## src/rtl/bp_cce_mem_stream_mux_pkg.sv

```systemverilog
// Shared types and widths for the multi-slice CCE memory stream mux.
// The header struct stands in for the BedRock mem header of the default config.
package bp_cce_mem_stream_mux_pkg;

  localparam int paddr_width_gp        = 40;
  localparam int did_width_gp          = 3;
  localparam int lce_id_width_gp       = 4;
  localparam int lce_assoc_gp          = 8;
  localparam int bedrock_data_width_gp = 64;

  function automatic int safe_clog2(input int n);
    return (n <= 1) ? 1 : $clog2(n);
  endfunction

  localparam int way_width_gp = safe_clog2(lce_assoc_gp);

  typedef enum logic [3:0] {
    e_bedrock_mem_rd    = 4'd0,
    e_bedrock_mem_wr    = 4'd1,
    e_bedrock_mem_uc_rd = 4'd2,
    e_bedrock_mem_uc_wr = 4'd3,
    e_bedrock_mem_pre   = 4'd4,
    e_bedrock_mem_amo   = 4'd5
  } bp_bedrock_mem_type_e;

  typedef struct packed {
    bp_bedrock_mem_type_e        msg_type;
    logic [3:0]                  subop;
    logic [paddr_width_gp-1:0]   addr;
    logic [2:0]                  size;
    logic [did_width_gp-1:0]     did;
    logic [lce_id_width_gp-1:0]  lce_id;
    logic [way_width_gp-1:0]     way_id;
  } bp_bedrock_mem_header_s;

  localparam int mem_header_width_gp = $bits(bp_bedrock_mem_header_s);

  typedef enum logic {
    e_arb_idle,
    e_arb_locked
  } arb_state_e;

endpackage

```

## src/rtl/bp_cce_mem_stream_mux_arb.sv

```systemverilog
// Round-robin stream arbiter that holds its grant until the last beat.
// New grants are only issued while grant_en_i is high.
module bp_cce_mem_stream_mux_arb
  import bp_cce_mem_stream_mux_pkg::*;
#(
  parameter  int num_p = 2,
  localparam int id_w  = safe_clog2(num_p)
) (
  input  logic             clk_i,
  input  logic             reset_i,
  input  logic [num_p-1:0] v_i,
  input  logic [num_p-1:0] last_i,
  input  logic             grant_en_i,
  input  logic             ready_i,
  output logic             grant_v_o,
  output logic [id_w-1:0]  grant_id_o,
  output logic             first_fire_o
);

  arb_state_e      r_state;
  arb_state_e      w_state_n;
  logic [id_w-1:0] r_rr;
  logic [id_w-1:0] w_rr_n;
  logic [id_w-1:0] r_lock;
  logic [id_w-1:0] w_lock_n;
  logic [id_w-1:0] w_rr_id;
  logic            w_rr_v;
  logic            w_fire;

  // Walk downward so the channel closest to the pointer wins.
  always_comb begin
    w_rr_v  = 1'b0;
    w_rr_id = '0;
    for (int i = num_p - 1; i >= 0; i--) begin
      if (v_i[id_w'((int'(r_rr) + i) % num_p)]) begin
        w_rr_v  = 1'b1;
        w_rr_id = id_w'((int'(r_rr) + i) % num_p);
      end
    end
  end

  always_comb begin
    w_state_n    = r_state;
    w_rr_n       = r_rr;
    w_lock_n     = r_lock;
    w_fire       = 1'b0;
    grant_v_o    = 1'b0;
    grant_id_o   = w_rr_id;
    first_fire_o = 1'b0;
    unique case (r_state)
      e_arb_idle: begin
        grant_v_o = w_rr_v & grant_en_i;
        w_fire    = w_rr_v & grant_en_i & ready_i;
        if (w_fire) begin
          first_fire_o = 1'b1;
          w_rr_n = id_w'((int'(w_rr_id) + 1) % num_p);
          if (!last_i[w_rr_id]) begin
            w_state_n = e_arb_locked;
            w_lock_n  = w_rr_id;
          end
        end
      end
      e_arb_locked: begin
        grant_v_o  = 1'b1;
        grant_id_o = r_lock;
        w_fire     = v_i[r_lock] & ready_i;
        if (w_fire & last_i[r_lock]) begin
          w_state_n = e_arb_idle;
        end
      end
      default: w_state_n = e_arb_idle;
    endcase
  end

  always_ff @(posedge clk_i) begin
    if (reset_i) begin
      r_state <= e_arb_idle;
      r_rr    <= '0;
      r_lock  <= '0;
    end else begin
      r_state <= w_state_n;
      r_rr    <= w_rr_n;
      r_lock  <= w_lock_n;
    end
  end

endmodule

```

## src/rtl/bp_cce_mem_stream_mux.sv

```systemverilog
// Merges per-slice CCE mem_cmd streams onto one port and steers in-order
// mem_resp streams back. Optional stall counter: BP_CCE_MEM_MUX_STALL_CNT_EN.
module bp_cce_mem_stream_mux
  import bp_cce_mem_stream_mux_pkg::*;
#(
  parameter  int num_cce_p         = 2,
  parameter  int max_outstanding_p = 4,
  localparam int hdr_w             = mem_header_width_gp,
  localparam int data_w            = bedrock_data_width_gp,
  localparam int ch_id_width_lp    = safe_clog2(num_cce_p)
) (
  input  logic                          clk_i,
  input  logic                          reset_i,
  input  logic [num_cce_p*hdr_w-1:0]    mem_cmd_header_i,
  input  logic [num_cce_p*data_w-1:0]   mem_cmd_data_i,
  input  logic [num_cce_p-1:0]          mem_cmd_v_i,
  output logic [num_cce_p-1:0]          mem_cmd_ready_and_o,
  input  logic [num_cce_p-1:0]          mem_cmd_last_i,
  output logic [hdr_w-1:0]              mem_cmd_header_o,
  output logic [data_w-1:0]             mem_cmd_data_o,
  output logic                          mem_cmd_v_o,
  input  logic                          mem_cmd_ready_and_i,
  output logic                          mem_cmd_last_o,
  input  logic [hdr_w-1:0]              mem_resp_header_i,
  input  logic [data_w-1:0]             mem_resp_data_i,
  input  logic                          mem_resp_v_i,
  output logic                          mem_resp_ready_and_o,
  input  logic                          mem_resp_last_i,
  output logic [num_cce_p*hdr_w-1:0]    mem_resp_header_o,
  output logic [num_cce_p*data_w-1:0]   mem_resp_data_o,
  output logic [num_cce_p-1:0]          mem_resp_v_o,
  input  logic [num_cce_p-1:0]          mem_resp_ready_and_i,
  output logic [num_cce_p-1:0]          mem_resp_last_o,
  output logic [31:0]                   stall_count_o
);

  localparam int ptr_w = safe_clog2(max_outstanding_p);
  localparam int cnt_w = $clog2(max_outstanding_p + 1);

  function automatic logic [ptr_w-1:0] ptr_inc(input logic [ptr_w-1:0] p);
    return (p == ptr_w'(max_outstanding_p - 1)) ? '0 : p + ptr_w'(1);
  endfunction

  logic                                r_hold;
  logic                                w_gate;
  logic [num_cce_p-1:0][hdr_w-1:0]     w_hdr_arr;
  logic [num_cce_p-1:0][data_w-1:0]    w_data_arr;
  logic                                w_grant_v;
  logic [ch_id_width_lp-1:0]           w_grant_id;
  logic                                w_first_fire;
  logic [ch_id_width_lp-1:0]           r_ids [max_outstanding_p];
  logic [ptr_w-1:0]                    r_wptr;
  logic [ptr_w-1:0]                    r_rptr;
  logic [cnt_w-1:0]                    r_count;
  logic                                w_full;
  logic                                w_empty;
  logic                                w_push;
  logic                                w_pop;
  logic [ch_id_width_lp-1:0]           w_dest;

  // Outputs stay quiet through reset and the first cycle after it.
  always_ff @(posedge clk_i) begin
    if (reset_i) r_hold <= 1'b1;
    else         r_hold <= 1'b0;
  end

  assign w_gate  = reset_i | r_hold;
  assign w_full  = (r_count == cnt_w'(max_outstanding_p));
  assign w_empty = (r_count == '0);

  bp_cce_mem_stream_mux_arb #(
    .num_p(num_cce_p)
  ) u_arb (
    .clk_i       (clk_i),
    .reset_i     (reset_i),
    .v_i         (mem_cmd_v_i),
    .last_i      (mem_cmd_last_i),
    .grant_en_i  (~w_full & ~w_gate),
    .ready_i     (mem_cmd_ready_and_i & ~w_gate),
    .grant_v_o   (w_grant_v),
    .grant_id_o  (w_grant_id),
    .first_fire_o(w_first_fire)
  );

  assign w_hdr_arr        = mem_cmd_header_i;
  assign w_data_arr       = mem_cmd_data_i;
  assign mem_cmd_header_o = w_hdr_arr[w_grant_id];
  assign mem_cmd_data_o   = w_data_arr[w_grant_id];
  assign mem_cmd_last_o   = mem_cmd_last_i[w_grant_id];
  assign mem_cmd_v_o      = w_grant_v & ~w_gate & mem_cmd_v_i[w_grant_id];

  always_comb begin
    mem_cmd_ready_and_o = '0;
    if (w_grant_v & ~w_gate) begin
      mem_cmd_ready_and_o[w_grant_id] = mem_cmd_ready_and_i;
    end
  end

  assign w_push = w_first_fire;
  assign w_pop  = mem_resp_v_i & mem_resp_ready_and_o & mem_resp_last_i;

  always_ff @(posedge clk_i) begin
    if (w_push) r_ids[r_wptr] <= w_grant_id;
  end

  always_ff @(posedge clk_i) begin
    if (reset_i) begin
      r_wptr  <= '0;
      r_rptr  <= '0;
      r_count <= '0;
    end else begin
      if (w_push) r_wptr <= ptr_inc(r_wptr);
      if (w_pop)  r_rptr <= ptr_inc(r_rptr);
      unique case ({w_push, w_pop})
        2'b10:   r_count <= r_count + cnt_w'(1);
        2'b01:   r_count <= r_count - cnt_w'(1);
        default: r_count <= r_count;
      endcase
    end
  end

  assign w_dest = r_ids[r_rptr];

  always_comb begin
    mem_resp_v_o = '0;
    if (~w_empty & ~w_gate) begin
      mem_resp_v_o[w_dest] = mem_resp_v_i;
    end
  end

  assign mem_resp_ready_and_o =
    mem_resp_ready_and_i[w_dest] & ~w_empty & ~w_gate;
  assign mem_resp_header_o = {num_cce_p{mem_resp_header_i}};
  assign mem_resp_data_o   = {num_cce_p{mem_resp_data_i}};
  assign mem_resp_last_o   = {num_cce_p{mem_resp_last_i}};

  always_ff @(posedge clk_i) begin
    if (!reset_i) begin
      assert (!(mem_resp_v_i && w_empty))
        else $error("mem_resp beat arrived with no outstanding command");
    end
  end

`ifdef BP_CCE_MEM_MUX_STALL_CNT_EN
  logic [31:0] r_stall_cnt;

  always_ff @(posedge clk_i) begin
    if (reset_i) begin
      r_stall_cnt <= '0;
    end else if (mem_cmd_v_o & ~mem_cmd_ready_and_i & ~&r_stall_cnt) begin
      r_stall_cnt <= r_stall_cnt + 32'd1;
    end
  end

  assign stall_count_o = r_stall_cnt;
`else
  assign stall_count_o = '0;
`endif

endmodule

```

## config.mk

```make
export PLATFORM = sky130hd
export DESIGN_NAME = bp_cce_mem_stream_mux
export DESIGN_NICKNAME = d
export VERILOG_FILES = /design/src/rtl/bp_cce_mem_stream_mux_pkg.sv /design/src/rtl/bp_cce_mem_stream_mux_arb.sv /design/src/rtl/bp_cce_mem_stream_mux.sv
export SDC_FILE = /design/constraint.sdc
export NUM_CORES = 1
export LEC_CHECK = 0
export ABC_AREA = 1
export BUFFER_PORTS_ARGS = -buffer_cell sky130_fd_sc_hd__buf_2
export CAP_MARGIN = 20
export CORE_AREA = 5 5 305 307
export CTS_CLUSTER_SIZE = 40
export DETAILED_ROUTE_END_ITERATION = 12
export DIE_AREA = 0 0 310 312
export PLACE_DENSITY = 0.34
export SYNTH_ARGS = -nofsm -noshare
export SYNTH_HDL_FRONTEND = slang
export SYNTH_SLANG_ARGS = --single-unit
```

## constraint.sdc

```tcl
create_clock -name clk_i -period 5.08 [get_ports clk_i]
set_input_delay 1.016 -clock clk_i [delete_from_list [all_inputs] [get_ports clk_i]]
set_output_delay 1.016 -clock clk_i [all_outputs]
set_load 0.01 [all_outputs]
```

* Word-level counts from Yosys, hierarchy flattened
Memory sizes are Yosys's and may differ from the RTL's. A register that Yosys moved wholly into a read port is not among the register bits.
Cells that the tools add are included.
** Storage, ports and cells
- Bits in registers :: 11
- Memory bits (writable) :: 4
- Input port bits :: 386
- Output and inout bits :: 416
- Word-level logic and storage cells :: 100
- Memories kept :: 1
** Memories
- r_ids :: depth 4, bits a word 1, read ports 1, clocked after memory_dff 1, wr ports 1, line bp_cce_mem_stream_mux.sv:51 : logic [ch_id_width_lp-1:0] r_ids [max_outstanding_p];
** Operators by class
- $add $sub $neg :: 6
- $lt $le $gt $ge :: 8
- Equal/unequal tests :: 5
- Muxes and demuxes :: 46
- Bitwise logic cells :: 21
- Reductions and logical operators :: 6
** Operator list (number)
- $mux W64 :: 2
- $mux W61 :: 2
- $mux W1 :: 31
- $and A1 B1 Y1 :: 13
- $mux W2 :: 6
- $lt A1 B2 Y1 const B :: 4
- $eq A2 B2 Y1 const B :: 3
- $lt A1 B3 Y1 const B :: 2
- $pmux W3 S2 :: 1
- $not A1 Y1 :: 5
- $add A2 B1 Y2 const B :: 2
- $and A2 B2 Y2 :: 2
- $pmux W1 S2 :: 2
- $add A3 B1 Y3 const B :: 1
- $eq A3 B3 Y1 const B :: 1
- $logic_not A3 Y1 :: 1
- $reduce_and A3 Y1 :: 1
- $sub A3 B1 Y3 const B :: 1
- $add A1 B1 Y1 const B :: 2
- $demux W1 S1 :: 2
- $eq A2 B1 Y1 const B :: 1
- $ge A1 B1 Y1 const B :: 2
- $logic_and A1 B1 Y1 :: 2
- $reduce_and A2 Y1 :: 1
- 2 further kinds :: 2

* Logic depth before layout (Yosys ltp)
- Depth in word-level cells :: 13
- Mapped depth :: 15
- Mapped depth without buffers :: 15

* Cells and area by module
Synthesis repeated with hierarchy kept, for this count alone.
** Second synthesis, totals
- Cells, all modules :: 817
- Area, all modules :: 4660.7 µm²
** By module, submodules not included
- bp_cce_mem_stream_mux :: times used 1, cells an instance 786, area each 4468.0 µm², sequential area each 320.3 µm²
- bp_cce_mem_stream_mux_arb :: times used 1, cells an instance 31, area each 192.7 µm², sequential area each 60.1 µm²

* Worst setup path after synthesis
Ideal clock, no wire load.
- Path type :: input to output
- From :: input port mem_cmd_v_i[0]
- To :: output port mem_cmd_ready_and_o[0]
- Arrival time :: 1.741 ns
- Required time :: 4.064 ns
- Slack :: 2.323 ns
- Cell stages on the path :: 6
- Buffers on the path :: 1
- Cells stage by stage :: nand2_2 -> nand2_1 -> nand2_1 -> inv_2 -> buf_4 -> a211oi_1
** Between the ends
- Cells in the longest elaborated chain, start to end :: 11
- Elaborated cells between the ends (all ways) :: 19
- Classes of those cells :: 2 x order compare; 13 x mux; 3 x bitwise; 1 x reduce/logical
** Ends and longest elaborated chain
- start, declared :: line bp_cce_mem_stream_mux.sv:16 : input logic [num_cce_p-1:0] mem_cmd_v_i,
- $mux W1 (implied by the code) (2 in series) :: line bp_cce_mem_stream_mux_arb.sv:35 : if (v_i[id_w'((int'(r_rr) + i) % num_p)]) begin
- $mux W1 (2 in series) :: line bp_cce_mem_stream_mux_arb.sv:35
- $mux W1 :: line bp_cce_mem_stream_mux_arb.sv:50 : unique case (r_state)
- $lt A1 B2 Y1 (implied by the code) or $ge A1 B1 Y1 (tied branches) :: line bp_cce_mem_stream_mux.sv:95 : mem_cmd_ready_and_o[w_grant_id] = mem_cmd_ready_and_i;
- $logic_and A1 B1 Y1 (implied by the code) :: line bp_cce_mem_stream_mux.sv:95
- $mux W1 (implied by the code) :: line bp_cce_mem_stream_mux.sv:95
- $demux W1 S1 :: line bp_cce_mem_stream_mux.sv:95
- $and A2 B2 Y2 (no line)
- $mux W2 * :: line bp_cce_mem_stream_mux.sv:94 : if (w_grant_v & ~w_gate) begin
- end, declared :: line bp_cce_mem_stream_mux.sv:17 : output logic [num_cce_p-1:0] mem_cmd_ready_and_o,
Mark *: on every way between the ends. The rest lies on a longest branch, timed or not. The select of a mux whose other input is x is not followed.

* Worst setup path in the final report
- From :: input port mem_cmd_v_i[0]
- To :: output port mem_cmd_data_o[5]
** Between the ends
- Cells in the longest elaborated chain, start to end :: 7
- Elaborated cells between the ends (all ways) :: 9
- Classes of those cells :: 9 x mux
** Ends and longest elaborated chain
- $mux W1 (implied by the code) (2 in series) :: line bp_cce_mem_stream_mux_arb.sv:35
- $mux W1 :: line bp_cce_mem_stream_mux_arb.sv:35
- $mux W1 * :: line bp_cce_mem_stream_mux_arb.sv:35
- $mux W1 * :: line bp_cce_mem_stream_mux_arb.sv:50
- $mux W64 (implied by the code) * (2 in series) :: line bp_cce_mem_stream_mux.sv:88 : assign mem_cmd_data_o = w_data_arr[w_grant_id];
- end, declared :: line bp_cce_mem_stream_mux.sv:20 : output logic [data_w-1:0] mem_cmd_data_o,
Marked as above.

==> impl_metrics.csv <==
group,metric,value,unit
power_and_ir_drop,clockPowerShare,0.233,
timing,finalCritPeriodShare,0.7005,
synth,syn_area,4693,um^2
grt,grt_remaining_overflow,0,
cts,numCtsBuffers,3,
cells_and_area,finalCoreUtilization,0.06772,
grt,track_usage,0.04720,
placed_design,place.detailed.hpwl,23.16,mm
power_and_ir_drop,finalPower,0.6770,mW
synth,syn_avg_cell_area,5.773,um^2
cts,cts_setup_buffers,0,
worst_setup_path,required,4060,ps
drt,drtPass1Iterations,4,
worst_setup_path,worstPathMaxFanout,32,
power_and_ir_drop,intPower,0.4140,mW
cts,cts_tree,"built",
cts,numClockSinks,17,
worst_setup_path,cp_common_cell,"nand2_1",
outcome,outcome,"complete, no violations",
cts,cts_hold_buf,0,
drt,drtIter0Drc,105,
synth,synth-seq-cells,17,
floorplanning,start_util,0.05230,
worst_setup_path,endpoint_kind,"output pin",
placed_design,place.port_buffers,394,
cells_and_area,nNetsFinal,1331,
power_and_ir_drop,switching_share,0.3884,
timing,max_freq,281.0,MHz
floorplanning,ios,802,
cts,worstSkewPairLatency,250,ps
timing,finalSetupTns,0,ps
worst_setup_path,crit_chain,"buf_2 > nand2_2 > nand2_1 > nand2_4 > inv_4 > buf_12 > buf_4 > nand2_1 > nand2_1 > buf_2",
worst_setup_path,crit_path_start_kind,"input pin",
worst_setup_path,critical_path_class,"in2out",
worst_setup_path,cp_num_buf_inv,5,
timing,drv_slew,0,
placed_design,gp_congestion,0.7948,
power_and_ir_drop,p_leak,3.224,nW
grt,grt_pass1_wl,33.26,mm
synth,yosysSeqAreaShare,0.08105,
timing,min_period,3559,ps
floorplanning,die_h,312,um
worst_setup_path,cpLargestDelayFamily,"buffers and inverters",
drt,drc,0,
timing,whs,450.3,ps
timing,grt_setup_unrepaired,"no",
cells_and_area,diodes,0,
floorplanning,core.rowCount,110,
synth,yosys.area.top_type,"buf_4",
job,maxCapViolations,0,
floorplanning,die_w,310,um
cells_and_area,layout_commonest_cell,"nand2_1",
power_and_ir_drop,peakVddDrop,0.00008065,V
cts,cts_buffer_depth,2,
timing,worst_slew_pin_slew,567.1,ps
grt,grt_max_degree,62,
grt,antenna_found_initial,5,
cts,clk_pin_slew,50,ps
timing,fin_skew,1.385,ps
drt,vias,4969,
drt,wl_per_cell,12.32,um
synth,synth.area.top_cells,"buf_4, nand2_1, dfxtp_1, buf_6, edfxtp_1",
cells_and_area,layout_common_cells,"nand2_1, buf_2, conb_1",
floorplanning,dieArea,96720,um^2
power_and_ir_drop,p_per_area,111.4,nW/um^2
worst_setup_path,critical_path.slowest_cell,"inv_4",
drt,finalWirelength,26.03,mm
synth,yosys_warnings,0,
cells_and_area,drive_above_1_share,0.4408,
timing,setup_viol_count_final,0,
cells_and_area,layout-area-overhead-vs-synth,29.49,%
synth,synthesis.instances,813,
cts,cts_resized,0,
synth,synth_cell_types,24,
synth,yosysTopAreaCellShare,0.4591,
cts,htree_levels,1,
worst_setup_path,worstPathArrival,2540,ps
timing,maxSlewHeadroom,0.6219,
drt,ant_nets,0,
worst_setup_path,critPathMaxStageDelay,270,ps
drt,avgViaCountPerCell,2.352,
power_and_ir_drop,seqPwrFrac,0.211,
grt,grt_pass1_vias,5022,
timing,hold_viol_final,0,
floorplanning,core,89740,um^2
power_and_ir_drop,switchingPower,0.2629,mW
hold_path,min-delay-path-class,"reg2reg",
power_and_ir_drop,p_comb_frac,0.556,
cts,cts-root-buf,"clkbuf_16",
==> worst register-to-register path, cell delays in order, from the launching register on <==
cell	delay, ps
dfxtp_1	340
inv_1	60
nand2_1	50
nand3_1	110
nand2_1	110
nand2_1	50
nand2_1	140
inv_1	80
nor3_1	170
ha_1	180
inv_1	60
fa_1	370
a21oi_1	140
o21ai_0	110
o21ai_0	150
a21oi_1	50
==> Yosys cell counts, drive strengths merged <==
| cell type | n |
|---|---|
| a21boi | 1 |
| a211oi | 1 |
| nor2 | 15 |
| o21ai | 9 |
| nand2 | 398 |
| or2 | 1 |
| ha | 6 |
| fa | 1 |
| nor3 | 1 |
| o31ai | 1 |
| a21oi | 14 |
| conb | 1 |
| nand3 | 10 |
| buf | 312 |
| clkinv | 1 |
| dfxtp | 13 |
| edfxtp | 4 |
| inv | 24 |
==> final cells by class <==
type                            count  area, um^2
Clock buffer                        4       78.83
Sequential cell                    17       380.4
Tap cell                         1176        1471
Multi-Input combinational cell    490        1987
Fill cell                       10720       83660
Timing Repair Buffer              401        2062
Inverter                           25       97.59
==> per-stage QoR <==
stage | instance area (um^2) | std cells | worst slack [ps]
final | 6077 | 2113 | 1521
after global routing | 6077 | 2113 | 1257
after CTS | 6077 | 2113 | 1378
after detailed placement | 5998 | 2109 | 1385
after global placement | 5998 | 2109 | 1383
after floorplan | 4810 | 844 | 2323
==> kinds of logic after synthesis <==
family	count (synthesis)	share of synthesized area
compound gates	26	0.02933
fa+ha+maj	7	0.02026
buf+inv	337	0.5220
flops	17	0.08105
other cells	1	0.0007990
simple gates	425	0.3466
==> metal layers <==
layer	vias to the layer above	part of all wire	routed length, um	track usage
li1	2368	-	-	-
met1	1954	0.28	7171	0.03622
met2	554	0.47	12230	0.08473
met3	83	0.21	5369	0.03934
met4	10	0.042	1086	0.01792
met5	-	0.0065	169	0.009100
==> worst paths after layout <==
check / start / endpoint / slack, ps / cells past startpoint
setup / recovery: mem_cmd_v_i[0] / mem_cmd_data_o[5] / 1520 / 10
hold / removal: r_count[0] / r_count[0] / 450 / 1
setup reg to reg: register / r_count[2] / 2810 / 15
hold reg to reg: r_count[0] / r_count[0] / 450 / 1
==> power groups by stage <==
stage          logic (mW)  registers [mW]  clock network, mW
2_1_floorplan       0.389           0.145                  0
4_1_cts             0.383           0.143              0.162
5_1_grt             0.420           0.143              0.169
3_3_place_gp        0.388           0.146                  0
3_5_place_dp        0.381           0.145                  0
6_report            0.377           0.143              0.158
Note: power is estimated with default switching activity, not from simulation.
